<file path="config.mk">
export PLATFORM = sky130hd
export DESIGN_NAME = hs_fifo_sfifo
export DESIGN_NICKNAME = d
export VERILOG_FILES = /design/src/rtl/hs_fifo_sfifo.sv
export SDC_FILE = /design/constraint.sdc
export NUM_CORES = 1
export LEC_CHECK = 0
export CELL_PAD_IN_SITES_DETAIL_PLACEMENT = 1
export CELL_PAD_IN_SITES_GLOBAL_PLACEMENT = 1
export CORE_ASPECT_RATIO = 0.6
export CORE_MARGIN = 2
export CORE_UTILIZATION = 30
export CTS_CLUSTER_DIAMETER = 40
export CTS_CLUSTER_SIZE = 8
export DETAILED_ROUTE_END_ITERATION = 10
export PLACE_DENSITY_LB_ADDON = 0.1
export REMOVE_ABC_BUFFERS = 1
export SLEW_MARGIN = 25
export SYNTH_ARGS = -nofsm -noshare
export SYNTH_HDL_FRONTEND = slang
export SYNTH_SLANG_ARGS = --single-unit
</file>
<file path="constraint.sdc">
create_clock -name clk -period 4.55 [get_ports clk]
set_clock_uncertainty 0.2 [all_clocks]
set_input_delay 0.91 -clock clk [delete_from_list [all_inputs] [get_ports clk]]
set_output_delay 0.91 -clock clk [all_outputs]
set_load 0.01 [all_outputs]
</file>
<file path="src/rtl/hs_fifo_sfifo.sv">
// hs_fifo_sfifo: packet-aware single-clock FIFO with commit/drop, peek and level flags.
// Occupancy and committed counts are kept as counters beside the three wrapped pointers.
module hs_fifo_sfifo #(
    parameter int DATA_WIDTH   = 32,
    parameter int FIFO_DEPTH   = 16,
    parameter int AFULL_LEVEL  = FIFO_DEPTH - 2,
    parameter int AEMPTY_LEVEL = 2,
    localparam int LEVEL_WIDTH = $clog2(FIFO_DEPTH + 1)
) (
    input  logic                   clk,
    input  logic                   areset,
    input  logic                   wvalid,
    output logic                   wready,
    input  logic [DATA_WIDTH-1:0]  wdata,
    input  logic                   wlast,
    input  logic                   wdrop,
    output logic                   walmost_full,
    input  logic                   rready,
    output logic                   rvalid,
    output logic [DATA_WIDTH-1:0]  rdata,
    output logic                   rlast,
    input  logic                   rpeek,
    output logic                   ralmost_empty,
    output logic [LEVEL_WIDTH-1:0] level
);
    localparam int PW = $clog2(FIFO_DEPTH);
    localparam int LW = LEVEL_WIDTH;

    logic [DATA_WIDTH:0] mem [FIFO_DEPTH];
    logic [PW-1:0] wr_q, wr_d, cm_q, cm_d, rd_q, rd_d;
    logic [LW-1:0] lvl_q, lvl_d, cmt_q, cmt_d;
    logic wr_en, rd_en;

    function automatic logic [PW-1:0] inc(input logic [PW-1:0] p);
        return (p == PW'(FIFO_DEPTH - 1)) ? '0 : p + PW'(1);
    endfunction

    always_comb begin
        wr_en = wvalid && wready && !wdrop;
        rd_en = rvalid && rready && !rpeek;
        wr_d  = wdrop ? cm_q : (wr_en ? inc(wr_q) : wr_q);
        cm_d  = (wr_en && wlast) ? inc(wr_q) : cm_q;
        rd_d  = rd_en ? inc(rd_q) : rd_q;
        // a drop rewinds occupancy to the committed words; a wlast write commits everything stored
        lvl_d = (wdrop ? cmt_q : lvl_q + LW'(wr_en)) - LW'(rd_en);
        cmt_d = ((wr_en && wlast) ? lvl_q + LW'(1) : cmt_q) - LW'(rd_en);
    end

    always_ff @(posedge clk or posedge areset) begin
        if (areset) begin
            wr_q  <= '0;
            cm_q  <= '0;
            rd_q  <= '0;
            lvl_q <= '0;
            cmt_q <= '0;
        end else begin
            wr_q  <= wr_d;
            cm_q  <= cm_d;
            rd_q  <= rd_d;
            lvl_q <= lvl_d;
            cmt_q <= cmt_d;
        end
    end

    always_ff @(posedge clk) begin
        if (wr_en) mem[wr_q] <= {wlast, wdata};
    end

    always_comb begin
        wready        = lvl_q != LW'(FIFO_DEPTH);
        rvalid        = cmt_q != '0;
        rdata         = rvalid ? mem[rd_q][DATA_WIDTH-1:0] : '0;
        rlast         = rvalid ? mem[rd_q][DATA_WIDTH] : 1'b0;
        level         = lvl_q;
        walmost_full  = lvl_q >= LW'(AFULL_LEVEL);
        ralmost_empty = cmt_q <= LW'(AEMPTY_LEVEL);
    end
endmodule

</file>
# Word level (Yosys, flattened, before mapping)
# Memory sizes are Yosys's and may differ from the RTL's.
# Cells that the tools add are included.
[word_totals] reg_bits=22 inputBits=39 ramBits=528 n_memories=1
[mem_list] name="mem" depth=16 word_bits=33 read_ports=1 rd_ports_with_merged_regs=0 wr=1 line_no="29" rtl="logic [DATA_WIDTH:0] mem [FIFO_DEPTH];"
[op_classes] n_lt_le_gt_ge=2 n_addsub=6 n_mux=10 reduce_logical=9 n_eq_ne=3
[op_table] op="32-bit two-way mux" n=1
[op_table] op="4-bit two-way mux" n=4
[op_table] op="5-bit two-way mux" n=2
[op_table] op="5-bit by 1-bit subtractor with 5-bit output" n=2
[op_table] op="4-bit by 1-bit adder with 4-bit output, second input constant" n=2
[op_table] op="4-bit equality test, second input constant" n=2
[op_table] op="5-bit by 1-bit adder with 5-bit output" n=1
[op_table] op="5-bit by 1-bit adder with 5-bit output, second input constant" n=1
[op_table] op="5-bit by 4-bit greater-or-equal comparator with 1-bit output, second input constant" n=1
[op_table] op="5-bit by 2-bit less-or-equal comparator with 1-bit output, second input constant" n=1
[op_table] op="1-bit logical AND" n=5
[op_table] op="5-bit != test, second input constant" n=1
[op_table] op="5-bit nonzero test" n=1
[op_table] op="1-bit two-way mux" n=3
[op_table] op="1-bit zero test" n=2
[op_table] op="2-bit nonzero test" n=1

# Logic depth before layout (Yosys ltp)
[logic_depth] depth_word=6 ltp_mapped=14 depth_no_buf=13

# Worst setup path after synthesis
# No wires, ideal clock.
[synth_timing] path_kind="in2reg" from="input wdrop" to="memory mem[0][0] (netlist bit), enable pin" t_arrival_ns=3.859 path_buffers=1 setup_ns=0.464 required_ns=3.886 slack_ns=0.026 stages=4 cell_sequence="clkbuf_1 -> a311oi_4 -> nand2_1 -> nor3_1"
[synth_between] elab_chain_len=4
[synth_lines] element="from (decl)" line_no="16" rtl="input logic wdrop,"
[synth_lines] element="1-bit zero test" line_no="39" rtl="wr_en = wvalid && wready && !wdrop;"
[synth_lines] element="1-bit logical AND" line_no="39"
[synth_lines] element="1-bit two-way mux" line_no="66" rtl="if (wr_en) mem[wr_q] <= {wlast, wdata};"
[synth_lines] element="1-bit two-way mux (implied by the code)" line_no="66"
[synth_lines] element="to (decl)" line_no="29"
# No other way between the ends.

# Worst setup path in the final report
[layout_timing] from="register cmt_q[4]" to="output rdata[21]"
[layout_between] elab_chain_len=2
[layout_lines] element="from (decl)" line_no="31" rtl="logic [LW-1:0] lvl_q, lvl_d, cmt_q, cmt_d;"
[layout_lines] element="from (signal assigned)" line_no="61" rtl="cmt_q <= cmt_d;"
[layout_lines] element="5-bit nonzero test" line_no="71" rtl="rvalid = cmt_q != '0;"
[layout_lines] element="32-bit two-way mux" line_no="72" rtl="rdata = rvalid ? mem[rd_q][DATA_WIDTH-1:0] : '0;"
[layout_lines] element="to (decl)" line_no="20" rtl="output logic [DATA_WIDTH-1:0] rdata,"
# No other way between the ends.

==> impl_results.md <==
- Hold Path Class: reg -> reg
- CP required: 3440 ps
- Dominant cell type by area after synthesis: edfxtp_1
- Pre-CTS setup slack: 557 ps
- # clock sinks: 550
- Crit-path cells: or3_4, or3_4, nand2_2, buf_4, o22ai_1, clkdlybuf4s50_1
- Die height: 215 µm
- Rel. slew slack: 0.503
- CTS Buf Count: 85
- Post-synthesis async set-or-reset flop share: 0.0400
- Fill count: 7,202
- Die X: 356 µm
- CP Max Fanout: 12
- Setup violations, final: 0
- Port Buf Inserts: 80
- Most used routing layer: met2
- CTS tree: yes
- CP max-delay cell: clkdlybuf4s50_1
- Critical Path AT: 3320 ps
- Worst-Margin Slew: 744 ps
- Leak: 0.00874 µW
- Most numerous cell in the Yosys netlist: edfxtp_1
- Synthesis Warnings: 0
- Final wirelength: 59,100 µm
- Grt ovf: 0
- Die area: 0.0765 mm²
- CP delay by family, top: simple AND/OR/NAND/NOR gates
- Via count: 11,200
- Clock Tree Buf Depth: 3
- Area contributors post-synth: edfxtp_1, mux4_2, mux2_2
- Clk Latency, worst-skew pair: 620 ps
- Max Fclk: 226 MHz
- Share of cells above drive strength 1: 0.271
- Post-Syn Area: 0.0223 mm²
- Dpl cells: 2,177
- Setup crit end kind: output port
- Max Cap Viol: 0
- Yosys top cell area share: 0.712
- Row cnt: 77
- Synthesized area per cell: 19.8 µm²
- Clk root buf: clkbuf_16
- Endpoints failing hold: 0
- Post-route minimum period: 4430 ps
- GRT Util Overall: 0.158
- Outcome: finished clean
- GRT met3 Usage: 0.0307
- CORE AREA: 0.0736 mm²
- Number of global-route vias before repair: 12,300
- Avg WL per Cell: 25.6 µm
- Slowest cell delay on critical path: 560 ps
- Post-Layout Cell Count: 2,308
- Met1 usage: 0.231
- Vias per cell: 4.87
- Post-synth EDFFs: 528
- Post-synth top flop: edfxtp_1
- First-pass GRT wire length: 87,800 µm
- Antenna-violating nets left: 0
- Sequential area share after synthesis: 0.737
- Library cells used by synthesis: 44
- Fin worst setup slack: 117 ps
- Buf/Inv on CP: 2
- Pre-antenna DRT Iters: 4
- Initial drt markers: 707
- Slew Viols, Final: 0
- Initial antenna violation count: 0
- Drt drc: 0
- Largest net degree at the start of global routing: 42
- IO Count: 81
- RSZ-0062 raised after global routing: no
- Final GP Congestion: 0.704
- Synth cell count leaders: edfxtp_1, mux4_2, mux2i_1
- Yosys reg bits: 550
- Worst setup path category: reg -> out
- Most Frequent Cell on Critical Path: or3_4
- Syn-to-layout area delta: 21.6%
- Synthesized instance count: 1,125
- Post-layout util: 0.368
- Worst-path clk slew: 50 ps
- DP HPWL: 31,700 µm
- H-tree depth: 3
- Final Net Count: 1,337
- Peak VDD IR: 0.280 mV
- Starting Density: 0.303
- Worst Setup Start Kind: flop
- Met2 Track Usage GR: 0.239
- Ant. Diodes: 0
- Final Cycle Share: 0.974
- Power per cell area: 646 mW/mm²
-- worst reg2reg max path, cell delays in order, from the launching register on --
cell,delay (ps)
dfrtp_1,490
inv_1,140
ha_1,280
a311oi_4,360
nand2_2,320
nor2_1,170
a21oi_1,60
ha_1,250
ha_1,280
nor2_1,110
a31oi_1,50
a31oi_1,210
xor2_1,160
o21ai_1,70
-- layout make-up --
class	instances	area (µm²)	share of cell area
sequential	550	16400	0.606
clock buffer	105	2290	0.0844
inverter	13	48.8	0.00180
multi-input combinational	495	5450	0.201
tap	987	1230	0.0456
clock inverter	19	165	0.00610
timing repair buffer	139	1480	0.0547
-- layout by cell type, fill, tap and decap left out, drive strengths merged, types with 4 or more instances in the layout --
cell type,count
clkinv,13
edfxtp,528
inv,16
a21oi,39
dfrtp,22
mux2i,74
buf,59
ha,14
mux4,99
a211oi,32
clkbuf,105
xnor2,10
clkdlybuf4s50,80
nand2,24
nor3,4
nand3,6
o22ai,33
o21ai,45
a31oi,4
mux2,67
nor2,20
xor2,6
-- registers in the layout (all words and copies together) (netlist names) --
signal and count:
cm_q 4, level 5, wr_q 4, mem 528, rd_q 4, cmt_q 5
-- power by group --
| group | internal (µW) | switching, µW | leakage, µW |
|---|---|---|---|
| sequential | 5870 | 324 | 0.00502 |
| combinational | 2660 | 2880 | 0.00253 |
| clock | 3600 | 2180 | 0.00120 |
-- cells by family (layout without fill, tap and decap cells) --
group / count (synthesis) / in the layout / synth area share
flops: 550 / 550 / 0.737
mux: 240 / 240 / 0.167
compound gates: 160 / 160 / 0.0439
buf+inv: 80 / 276 / 0.0239
simple gates: 65 / 65 / 0.0142
xor+xnor: 16 / 16 / 0.00629
fa+ha+maj: 14 / 14 / 0.00787
-- through the flow --
stage / power [µW] / TNS, ps / cell area [µm²] / hold slack [ps]
after global placement: 11900 / 0 / 24600 / 261
after CTS: 17800 / 0 / 27000 / 288
after floorplan: 9390 / -150230 / 21800 / 247
after detailed placement: 11900 / 0 / 24600 / 276
final: 17500 / 0 / 27100 / 278
after global routing: 18400 / 0 / 27100 / 325
-- routing by layer --
| layer | part of all wire | wire, µm |
|---|---|---|
| met5 | 0 | 0 |
| met4 | 0.019 | 1110 |
| met1 | 0.49 | 28900 |
| met2 | 0.45 | 26800 |
| met3 | 0.039 | 2330 |
-- path summary, 6_finish.rpt --
check	startpoint	slack, ps	depth (start not counted)	endpoint
max	cmt_q[4]	120	6	rdata[21]
min reg2reg	cm_q[1]	280	2	wr_q[1]
min	cm_q[1]	280	2	wr_q[1]
max in group asynchronous	areset	3250	2	rd_q[2]
min in group asynchronous	areset	480	2	rd_q[1]
max reg2reg	level[0]	1270	13	cmt_q[4]
-- repair_timing --
action | CTS | global route
resized for setup | 0 | 2
endpoints found under the setup margin | 0 | 3
setup buffers | 0 | 7
hold buffers | 0 | 0
Power figures use the tool's default switching activity.
